$ cat config.mk
export PLATFORM = sky130hd
export DESIGN_NAME = lane_objects
export DESIGN_NICKNAME = d
export VERILOG_FILES = /design/src/rtl/lane_objects_pkg.sv /design/src/rtl/lane_objects_lane_mover.sv /design/src/rtl/lane_objects.sv
export SDC_FILE = /design/constraint.sdc
export NUM_CORES = 2
export LEC_CHECK = 0
export CORE_ASPECT_RATIO = 1.25
export CORE_MARGIN = 5
export CORE_UTILIZATION = 60
export CTS_CLUSTER_DIAMETER = 40
export DETAILED_ROUTE_END_ITERATION = 7
export PLACE_DENSITY = 0.82
export SLEW_MARGIN = 20
export SYNTH_ARGS = -nofsm -noshare
export SYNTH_HDL_FRONTEND = slang
export SYNTH_SLANG_ARGS = --single-unit
$ cat constraint.sdc
create_clock -name clk -period 5.3 [get_ports clk]
set_clock_uncertainty 0.15 [all_clocks]
set_input_delay 1.59 -clock clk [delete_from_list [all_inputs] [get_ports clk]]
set_output_delay 1.59 -clock clk [all_outputs]
set_load 0.02 [all_outputs]
$ cat src/rtl/lane_objects_pkg.sv
// Shared widths, default playfield geometry and per-lane configuration types
// for the scrolling lane-object animator.
package lane_objects_pkg;

    localparam int X_W         = 10;
    localparam int CNT_W       = 24;
    localparam int LEFT_EDGE   = 96;
    localparam int RIGHT_EDGE  = 544;
    localparam int OBJ_SPACING = 150;
    localparam int LEN_MAX     = 96;
    localparam int DIV_RESET   = 150000;
    localparam int LEN_RESET   = 64;

    typedef enum logic {DIR_RIGHT = 1'b0, DIR_LEFT = 1'b1} dir_t;

    typedef struct packed {
        logic [CNT_W-1:0] div;
        logic [X_W-1:0]   len;
        dir_t             dir;
    } lane_cfg_t;

    function automatic logic [X_W-1:0] clamp_len(input logic [X_W-1:0] len,
                                                 input logic [X_W-1:0] max_len);
        return (len > max_len) ? max_len : len;
    endfunction

endpackage

$ cat src/rtl/lane_objects_lane_mover.sv
// One lane: config register, speed counter, one-cycle step pipeline and the
// position registers of every object in the lane.
module lane_mover
    import lane_objects_pkg::*;
#(
    parameter int OBJS     = 3,
    parameter int LANE_IDX = 0,
    parameter int X_LEFT   = LEFT_EDGE,
    parameter int X_RIGHT  = RIGHT_EDGE,
    parameter int SPACING  = OBJ_SPACING,
    parameter int MAX_LEN  = LEN_MAX,
    parameter int DEF_DIV  = DIV_RESET,
    parameter int DEF_LEN  = LEN_RESET
) (
    input  logic                  clk,
    input  logic                  reset,
    input  logic                  enable,
    input  logic                  restart,
    input  logic                  cfg_we,
    input  logic [CNT_W-1:0]      cfg_div,
    input  logic [X_W-1:0]        cfg_len,
    input  dir_t                  cfg_dir,
    output logic [OBJS*X_W-1:0]   x,
    output logic [X_W-1:0]        len,
    output dir_t                  dir,
    output logic                  step
);

    localparam logic [X_W-1:0] LEFT_V    = X_W'(X_LEFT);
    localparam logic [X_W-1:0] RIGHT_V   = X_W'(X_RIGHT);
    localparam logic [X_W-1:0] MAX_LEN_V = X_W'(MAX_LEN);
    localparam dir_t           DIR_INIT  = (LANE_IDX % 2 == 1) ? DIR_LEFT : DIR_RIGHT;

    lane_cfg_t        cfg_reg;
    lane_cfg_t        cfg_next;
    logic [CNT_W-1:0] cnt_reg;
    logic             pending_reg;
    logic             step_reg;
    logic             clear_now;
    logic             move_now;
    logic [X_W-1:0]   wrap_lo;

    always_comb begin
        cfg_next     = cfg_reg;
        cfg_next.div = cfg_div;
        cfg_next.len = clamp_len(cfg_len, MAX_LEN_V);
        cfg_next.dir = cfg_dir;
    end

    // A config write or restart cancels any half-finished step in this lane.
    assign clear_now = restart | cfg_we;
    assign move_now  = enable & pending_reg & ~clear_now;
    assign wrap_lo   = LEFT_V - cfg_reg.len;

    always_ff @(posedge clk) begin
        if (reset) begin
            cfg_reg.div <= CNT_W'(DEF_DIV);
            cfg_reg.len <= X_W'(DEF_LEN);
            cfg_reg.dir <= DIR_INIT;
            cnt_reg     <= '0;
            pending_reg <= 1'b0;
            step_reg    <= 1'b0;
        end else begin
            step_reg <= 1'b0;
            if (cfg_we) begin
                cfg_reg <= cfg_next;
            end
            if (clear_now) begin
                cnt_reg     <= '0;
                pending_reg <= 1'b0;
            end else if (enable) begin
                // The update cycle consumes one tick, so a lane moves every div+2 cycles.
                if (pending_reg) begin
                    pending_reg <= 1'b0;
                    step_reg    <= 1'b1;
                end else if (cnt_reg >= cfg_reg.div) begin
                    cnt_reg     <= '0;
                    pending_reg <= 1'b1;
                end else begin
                    cnt_reg <= cnt_reg + 1'b1;
                end
            end
        end
    end

    generate
        for (genvar gi = 0; gi < OBJS; gi++) begin : g_obj
            localparam logic [X_W-1:0] X_INIT = X_W'(X_LEFT + gi * SPACING);
            logic [X_W-1:0] x_reg;
            logic [X_W-1:0] x_next;

            always_comb begin
                x_next = x_reg;
                if (cfg_reg.dir == DIR_RIGHT) begin
                    x_next = (x_reg >= RIGHT_V) ? wrap_lo : x_reg + 1'b1;
                end else begin
                    x_next = (x_reg <= wrap_lo) ? RIGHT_V : x_reg - 1'b1;
                end
            end

            always_ff @(posedge clk) begin
                if (reset || restart) begin
                    x_reg <= X_INIT;
                end else if (move_now) begin
                    x_reg <= x_next;
                end
            end

            assign x[gi*X_W +: X_W] = x_reg;
        end
    endgenerate

    assign len  = cfg_reg.len;
    assign dir  = cfg_reg.dir;
    assign step = step_reg;

endmodule

$ cat src/rtl/lane_objects.sv
// Animates NUM_LANES lanes of horizontally scrolling objects; each lane has its
// own speed divider, object length and direction, writable at runtime.
module lane_objects
    import lane_objects_pkg::*;
#(
    parameter int NUM_LANES     = 6,
    parameter int OBJS_PER_LANE = 3,
    parameter int X_LEFT        = LEFT_EDGE,
    parameter int X_RIGHT       = RIGHT_EDGE,
    parameter int SPACING       = OBJ_SPACING,
    parameter int MAX_LEN       = LEN_MAX,
    parameter int DEF_DIV       = DIV_RESET,
    parameter int DEF_LEN       = LEN_RESET
) (
    input  logic                                  clk,
    input  logic                                  reset,
    input  logic                                  enable,
    input  logic                                  restart,
    input  logic                                  cfg_we,
    input  logic [$clog2(NUM_LANES)-1:0]          cfg_lane,
    input  logic [CNT_W-1:0]                      cfg_div,
    input  logic [X_W-1:0]                        cfg_len,
    input  logic                                  cfg_dir,
    output logic [NUM_LANES*OBJS_PER_LANE*X_W-1:0] obj_x,
    output logic [NUM_LANES*X_W-1:0]              lane_len,
    output logic [NUM_LANES-1:0]                  lane_dir,
    output logic [NUM_LANES-1:0]                  lane_step
);

    localparam int LANE_W = $clog2(NUM_LANES);

    // Lane indices past NUM_LANES match no decoder and are dropped.
    generate
        for (genvar gi = 0; gi < NUM_LANES; gi++) begin : g_lane
            logic lane_we;
            dir_t lane_dir_w;

            assign lane_we      = cfg_we && (cfg_lane == LANE_W'(gi));
            assign lane_dir[gi] = lane_dir_w;

            lane_mover #(
                .OBJS     (OBJS_PER_LANE),
                .LANE_IDX (gi),
                .X_LEFT   (X_LEFT),
                .X_RIGHT  (X_RIGHT),
                .SPACING  (SPACING),
                .MAX_LEN  (MAX_LEN),
                .DEF_DIV  (DEF_DIV),
                .DEF_LEN  (DEF_LEN)
            ) u_lane (
                .clk     (clk),
                .reset   (reset),
                .enable  (enable),
                .restart (restart),
                .cfg_we  (lane_we),
                .cfg_div (cfg_div),
                .cfg_len (cfg_len),
                .cfg_dir (dir_t'(cfg_dir)),
                .x       (obj_x[gi*OBJS_PER_LANE*X_W +: OBJS_PER_LANE*X_W]),
                .len     (lane_len[gi*X_W +: X_W]),
                .dir     (lane_dir_w),
                .step    (lane_step[gi])
            );
        end
    endgenerate

endmodule

==> reports/results.txt <==
Insertion delay to the later sink of the worst-skew pair: 630 ps
Hold Buf Count CTS: 0
Fmax: 220 MHz
WL final: 121 mm
CTS HTree Levels: 3
Warnings from Yosys: 0
Flops & latches, synth: 546
DRC viols: 2
Top cells by area, synth: dfxtp_1, ha_1, nand2_1
DRT antenna net count: 0
Synthesized area: 0.0381 mm²
Die X: 235 µm
Largest net degree at the start of global routing: 80
Routed via count: 37.9k
CTS tree: built
Seq pwr share: 40.9%
Pint: 7.62 mW
PwrDens: 233 mW/mm²
Antenna diode count: 0
XOR/XNOR Fraction of Synth Area: 9.04%
RSZ-0062 raised after global routing: no
Violations in the final reports: design-rule violations
Critical path fanouts, max: 12
Clock sinks: 546
Final period util: 85.9%
Max Buffers Root-to-Sink: 3
Worst Setup End Kind: flop
Post-Route Utilization: 69.4%
Worst slew pin tran: 1090 ps
HPWL Detailed: 85.9 mm
Pre-Repair DR Iteration Count: 8
Worst hold path class: reg -> reg
Top Ports: 295
Worst VDD drop: 284 µV
Nets: 5475
Max-cap violations: 0
Post_cts resized: 0
Clock Root Buffer: clkbuf_16
Leading area contributor after synthesis: dfxtp_1
Seq/Total Area, Yosys: 28.7%
Final setup fails: 0
Post-synthesis cell type count: 95
Required @ worst endpoint: 5660 ps
Core ar.: 0.0631 mm²
Post-CTS Setup Inserts: 0
Vias per cell: 6.29
Wirelength per Cell: 20.1 µm
# rows: 103
Worst Setup Path Type: reg -> reg
Antenna violations before repair: 1
Avg Synthesized Cell Area: 7.57 µm²
Worst setup SP type: flop
Multiplexer share of the synthesized area: 0.489%
Reg2reg start: g_lane[4].u_lane.len[2]$_SDFFE_PP0P_
Placer Congestion: 1.01
Relative slew slack: 27.3%
GRT Util Overall: 33.4%
Grt total ovfl: 0
CP Data Arrival Time: 4910 ps
Fin crit period: 4550 ps
Initial Util: 60.4%
Synth Area in Compound Gates: 20.8%
Mapped Cells: 5041
First-pass GRT wire length: 191 mm
IO buf count: 294
Pre-CTS WS: 589 ps
Layout cell share with drive strength beyond 1: 5.44%
P_leak: 16.9 nW
Number of flops mapped to enable cells by yosys: 0
# fillers: 5223
P_sw: 2.58 mW
Combinational Power Share: 5.1%
Synth async-reset ratio: 0%
Total CTS buffers: 83
Hold path start: g_lane[5].u_lane.cfg_reg[32]$_SDFFE_PP0P_
Final hold viol count: 0
Fin worst setup slack: 749 ps
Synthesized net count: 5404
Top_reg_cell synth: dfxtp_1
Yosys top cell area share: 28.7%
Placed cell count: 5867
Fraction of the mapped netlist area in simple logic gates: 22.8%
Slew Viols, Final: 0
Vias in the first global route: 36.0k
Area Growth Syn to Fin: 14.9%
Area share of fa/ha/maj cells after synthesis: 10.6%
Fin Setup TNS: 0 ps
CTS clk-pin slew, worst paths: 60 ps
Final std cells w/o fill: 6020
Clock network power share: 54.0%
CP startpoint: g_lane[4].u_lane.len[2]$_SDFFE_PP0P_
Main combinational cell family by area after synthesis: simple AND/OR/NAND/NOR gates
Outcome: finished with violations
Die Y: 292 µm
Initial drt markers: 3371
Max FFs per register: 180
Die footprint: 0.0687 mm²
Total power: 10.2 mW
Sw Share: 25.3%
[worst max-delay path: stages (launching register included)]
cell	delay, ps
dfxtp_1	380
or4_1	560
o21ba_2	270
or3_1	320
xor2_1	410
inv_1	180
ha_1	340
nand3_1	80
nor2_1	110
or4b_1	480
o21ai_0	190
o21ai_1	300
or2_2	420
o2111a_1	250
[cells in the mapped netlist, types with 37 or more instances]
library cell and number:
a21oi_1 415, o22ai_1 40, a211oi_1 38, dfxtp_1 546, buf_4 76, and3_1 67, o21ai_0 275, a21o_1 60
o211ai_1 84, or3_1 58, nor2_1 487, nand2b_1 60, xor2_1 137, nand4_1 87, inv_1 299, nand2_1 609
nand3_1 189, ha_1 320, clkbuf_1 281, xnor2_1 170, nor3_1 161, a31oi_1 37
[layout by cell type, fill, tap and decap left out, drive strengths merged, types with 13 or more instances in the layout]
master,n
mux2i,13
nand3,189
a21o,60
nor2,487
o211ai,85
clkdlybuf4s50,293
xnor2,170
xnor3,30
nand2,609
o32ai,14
dfxtp,546
a21oi,416
nand2b,60
a31oi,40
clkinv,14
o221ai,18
o21a,24
or4,13
buf,80
a211oi,38
a221oi,33
xor2,140
nor4,36
a32o,24
or3,58
nand4,87
ha,320
nor3,161
o22ai,40
inv,322
nor2b,36
o31ai,33
clkbuf,100
and3,67
and2,19
o21ai,282
[cell families (layout without fill, tap and decap cells)]
logic type,count (synthesis),in the layout
simple gates,1876,1876
compound gates,1250,1250
buf+inv,687,826
flops,546,546
xor+xnor,341,341
fa+ha+maj,323,323
mux,18,18
[worst paths after layout]
kind | end | slack (ps) | cells after the start
setup / recovery | g_lane[4].u_lane.g_obj[1].x_reg[9]$_SDFFE_PP0P_ | 750 | 13
hold / removal | g_lane[5].u_lane.cfg_reg[32]$_SDFFE_PP0P_ | 300 | 2
setup reg to reg | g_lane[4].u_lane.g_obj[1].x_reg[9]$_SDFFE_PP0P_ | 750 | 13
hold reg to reg | g_lane[5].u_lane.cfg_reg[32]$_SDFFE_PP0P_ | 300 | 2
[power by group through the flow]
stage | combinational [mW] | clock (mW) | sequential, mW
after CTS | 0.507 | 5.56 | 4.17
after global routing | 0.554 | 5.77 | 4.17
after global placement | 0.492 | 0 | 4.26
after floorplan | 0.307 | 0 | 4.25
after detailed placement | 0.502 | 0 | 4.26
final | 0.518 | 5.51 | 4.17
[layout make-up]
type                    count  area, µm²  area share (%)
well taps                 840       1050            2.40
repair buffers            373       3550            8.09
inverters                 300       1130            2.57
multi-input cells        3808      24400            55.6
clock inverters            53        562            1.28
flip-flops and latches    546      10900            25.0
clock buffers             100       2220            5.08
[stage by stage]
stage	instance area, µm²	hold WS (ps)
2_1_floorplan	38100	286
3_3_place_gp	41000	292
3_5_place_dp	41000	297
4_1_cts	43800	304
5_1_grt	43800	321
6_report	43800	305
[layer usage]
| layer | wire [µm] | global-route usage [%] | share of wire (%) | vias to the layer above |
|---|---|---|---|---|
| met2 | 56200 | 56.1 | 46 | 1780 |
| met1 | 46100 | 39.5 | 38 | 17700 |
| met5 | 7 | 0 | 0.0058 | - |
| met4 | 8100 | 20.0 | 6.7 | 2 |
| met3 | 10900 | 6.88 | 9.0 | 454 |
| li1 | - | - | - | 17900 |
No activity file was read; power rests on OpenSTA's default activity.
